$ cat src/rtl/shift_rows.sv
// shift_rows: registered AES ShiftRows/InvShiftRows (clk, reset, in_valid, inv, state in; newstate, out_valid out)
module shift_rows (
  input  logic             clk,
  input  logic             reset,
  input  logic             in_valid,
  input  logic             inv,
  input  logic [15:0][7:0] state,
  output logic [15:0][7:0] newstate,
  output logic             out_valid
);
  logic [15:0][7:0] newstate_q, newstate_d, perm;
  logic             out_valid_q;
  for (genvar k = 0; k < 16; k++) begin : g_byte
    localparam int R = k % 4;
    localparam int C = k / 4;
    localparam int F = R + 4 * ((C + R) % 4);
    localparam int I = R + 4 * ((C - R + 4) % 4);
    assign perm[k] = inv ? state[I] : state[F];
  end
  always_comb newstate_d = in_valid ? perm : newstate_q;
  always_ff @(posedge clk) begin
    if (reset) begin
      newstate_q  <= '0;
      out_valid_q <= 1'b0;
    end else begin
      newstate_q  <= newstate_d;
      out_valid_q <= in_valid;
    end
  end
  assign newstate  = newstate_q;
  assign out_valid = out_valid_q;
endmodule

$ cat config.mk
export PLATFORM = sky130hd
export DESIGN_NAME = shift_rows
export DESIGN_NICKNAME = d
export VERILOG_FILES = /design/src/rtl/shift_rows.sv
export SDC_FILE = /design/constraint.sdc
export NUM_CORES = 1
export LEC_CHECK = 0
export ABC_AREA = 1
export BUFFER_PORTS_ARGS = -buffer_cell sky130_fd_sc_hd__buf_2
export CELL_PAD_IN_SITES_DETAIL_PLACEMENT = 0
export CELL_PAD_IN_SITES_GLOBAL_PLACEMENT = 1
export CORE_ASPECT_RATIO = 0.6
export CORE_MARGIN = 2
export CORE_UTILIZATION = 34
export DETAILED_ROUTE_END_ITERATION = 10
export PLACE_DENSITY_LB_ADDON = 0.1
export SLEW_MARGIN = 20
export SYNTH_ARGS = -nofsm -noshare
export SYNTH_HDL_FRONTEND = slang
export SYNTH_SLANG_ARGS = --single-unit
$ cat constraint.sdc
create_clock -name clk -period 1.4 [get_ports clk]
set_input_delay 0.14 -clock clk [delete_from_list [all_inputs] [get_ports clk]]
set_output_delay 0.14 -clock clk [all_outputs]
set_load 0.1 [all_outputs]
* Word level (Yosys, flattened, before mapping) *
Index checks and enable logic that the tools add are counted.

storage, ports and cells
  bits in registers = 129
  bits in latches = 0
  memory bits (writable) = 0
  bits in read-only memories = 0
  bits of input ports = 132
  output and inout bits = 129
  word-level logic and storage cells = 25
  memories = 0

cells by class
  $add $sub $neg = 0
  multiply operators = 0
  divide/modulo/power cells = 0
  order comparisons = 0
  equal/unequal tests = 0
  shift operators = 0
  muxes and demuxes = 8
  bitwise logic cells = 0
  reductions and logical operators = 0

operator list
  kind               count
  two-way mux 8 bit  8

* Longest topological paths before layout *
  word-level depth = 1
  mapped depth = 7
  mapped depth without buffers = 4

* Worst setup path after synthesis *
OpenSTA, ideal clock, no wires.

  kind = register to register
  start point = reg, netlist name newstate[87]
  end point = reg newstate_q (netlist bit newstate[87])
  library setup time = 0.067 ns
  arrival time = 1.218 ns
  data required time = 1.333 ns
  setup slack = 0.115 ns
  stages on the path, launching flop included = 3
  buffers on the path = 0
  clock period less this slack = 1.285 ns
  cell sequence = dfxtp_1 > o21ai_0 > nor2_1

RTL lines
  element               RTL line  source
  end signal, assigned  26        newstate_q <= newstate_d;
  end, declared         11        logic [15:0][7:0] newstate_q, newstate_d, perm;

* Worst setup path after layout *
  start point = reg newstate_q (netlist bit newstate[81])
  end point = out newstate[81] (netlist bit)

RTL lines
  element        RTL line  source
  end, declared  8         output logic [15:0][7:0] newstate,

No word-level cell between the ends.

==> impl_metrics.ini <==
[routing]
drtIter0Drc = 310
wl_per_cell_um = 12.4
ant_nets = 0
drc = 0
first_pass_iters = 4
wirelength_um = 16800
vias_per_cell = 4.23
vias = 5719

[setup_path]
start_kind = flip-flop
cp-startpoint = newstate[81]
path_cells = buf_2
critPathRequiredTime_ps = 1260
critPathMaxStageDelay_ps = 440
crit_buf_inv = 1
cp_max_fo = 2
r2r-start = newstate[99]
crit_arrival_ps = 1200
slowest_stage = buf_2
path_class = reg2out
crit_path_end_kind = output port
path_delay_family = buffers and inverters

[clock_tree]
cts_tree = done
clkLatencyLatePin_ps = 400
h-tree-depth = 4
cts_max_path_buffers = 2
clkSinkCount = 129
cts_root_buffer = clkbuf_16
post_cts_buffers = 0
cts_made_buffers = 17
clk_pin_slew_ps = 60

[synth]
ys_ff_latch = 129
syn-num-nets = 960
syn_inst = 828
syn_area_mm2 = 0.00559
synth.distinct_cells = 13
yosysWarnings = 0
synth_seq_area_share = 0.462
avgSynthCellArea_um2 = 6.75

[min_path]
hold_path.class = in2reg
worstHoldStart = state[124]

[global_routing]
grt_overflow = 0
grt_pass1_vias = 5278
antenna_found_initial = 4
grt_pass1_wl_um = 26100
grt_max_degree = 71
grt.total_usage = 0.186

[final_layout]
nets = 1259
finalInstanceArea_mm2 = 0.00838
drive_above_1_share = 0.310
finalNonFillerCells = 1351
nFillCells = 1588
area_growth_pct = 49.9

[place]
placed_cell_area_mm2 = 0.00704
hpwlAfterDp_um = 11000
portBuffers = 260
place_inst = 1252
place.gp.congestion = 0.738

[sta]
fmax_ghz = 0.748
relSlewSlack = 0.642
fin_crit_sh = 0.955
rsz0062_at_grt = no
worst_pin_slew_ps = 541
fin_crit_ps = 1340
finalHoldViolCount = 0
skew_ps = 0
setup_viol = 0
maxSlewViolCount = 0
finalSetupTns_ps = 0

[run]
cap_violations = 0

[floorplan]
io_pins = 261
die_w_um = 170
die_h_um = 103
start_util = 0.346
fp.coreArea_mm2 = 0.0162
dieArea_mm2 = 0.0175
row_count = 36

[power]
power.leakage_nw = 4.42
power.density_mw_per_mm2 = 1490
total_power_mw = 12.5
vdd_drop_max_uv = 652

[outcome]
outcome = finished, final reports clean
==> stage by stage <==
stage	setup slack [ps]	hold slack (ps)	util
2_1_floorplan	115	212	-
3_3_place_gp	252	332	0.436
3_5_place_dp	258	334	0.436
4_1_cts	47.3	26.2	0.518
5_1_grt	9.28	46.5	0.518
6_report	63.2	40.9	0.518
==> power breakdown <==
part           internal (mW)  total, mW  leakage, nW  switching, mW
logic                  0.710       3.34         3.01           2.63
registers               3.94       4.04         1.07          0.108
clock network           3.38       5.14        0.331           1.76
==> per-layer routing <==
layer,part of all wire,routed length [um],GRT usage,up-vias
li1,-,-,-,3124
met1,0.50,8320,0.251,2436
met2,0.42,7090,0.279,141
met3,0.072,1210,0.0681,14
met4,0.0072,120,0.0598,4
met5,0.0016,27,0,-
==> kinds of logic (layout without fill, tap and decap cells) <==
group,after synthesis,in the layout,share of synthesized area
AOI/OAI and AO/OA,128,128,0.115
other,0,2,0
DFF,129,129,0.462
buffers and inverters,122,434,0.100
and+or+nand+nor,449,449,0.323
==> synth_stat cells <==
cell type,number,share of area
buf_8,5,0.013
inv_1,64,0.043
buf_2,17,0.015
nor2_2,49,0.055
inv_2,1,0.00067
nor2_1,272,0.18
o21ai_1,2,0.0018
buf_6,3,0.0060
dfxtp_1,129,0.46
inv_4,1,0.0011
o21ai_0,126,0.11
clkbuf_1,31,0.021
nand2_1,128,0.086
==> tightest hold or removal path: stages <==
cell,delay [ps]
buf_2,90
nand2_1,50
nand2_1,50
nor2_1,30
nor2_1,60
==> placed cells by master (no fill, tap or decap) <==
cell	count
clkinv_4	5
clkbuf_16	17
buf_4	4
diode_2	2
buf_12	9
inv_8	1
buf_2	258
o21ai_0	126
inv_6	2
nand2_1	128
inv_2	1
inv_1	64
nor2_1	272
inv_4	1
dlygate4sd3_1	65
dfxtp_1	129
o21ai_1	2
nor2_2	49
bufinv_16	6
clkbuf_1	1
==> repair_timing <==
item | 4_1_cts | 5_1_grt
endpoints found under the hold margin | 65 | 0
hold buffers | 65 | 0
resized for setup | 0 | 0
==> final cells by class <==
class                           instances  area [um2]  area share
Antenna cell                            2        5.00    0.000597
Clock buffer                           18         429      0.0512
Clock inverter                         14         253      0.0302
Inverter                               66         250      0.0299
Multi-Input combinational cell        577        2450       0.292
Sequential cell                       129        2580       0.308
Tap cell                              209         262      0.0312
Timing Repair Buffer                  336        2150       0.257
==> registers in the layout (all words and copies together), names as in the netlist <==
name and count:
newstate 128, out_valid 1
==> final timing paths <==
kind | end | slack (ps) | depth (start not counted)
worst max-delay path | newstate[81] | 60 | 1
worst min-delay path | newstate[92] | 40 | 5
worst max register to register | newstate[99] | 730 | 2
worst min register to register | newstate[2] | 480 | 2
Power figures use the tool's default switching activity.
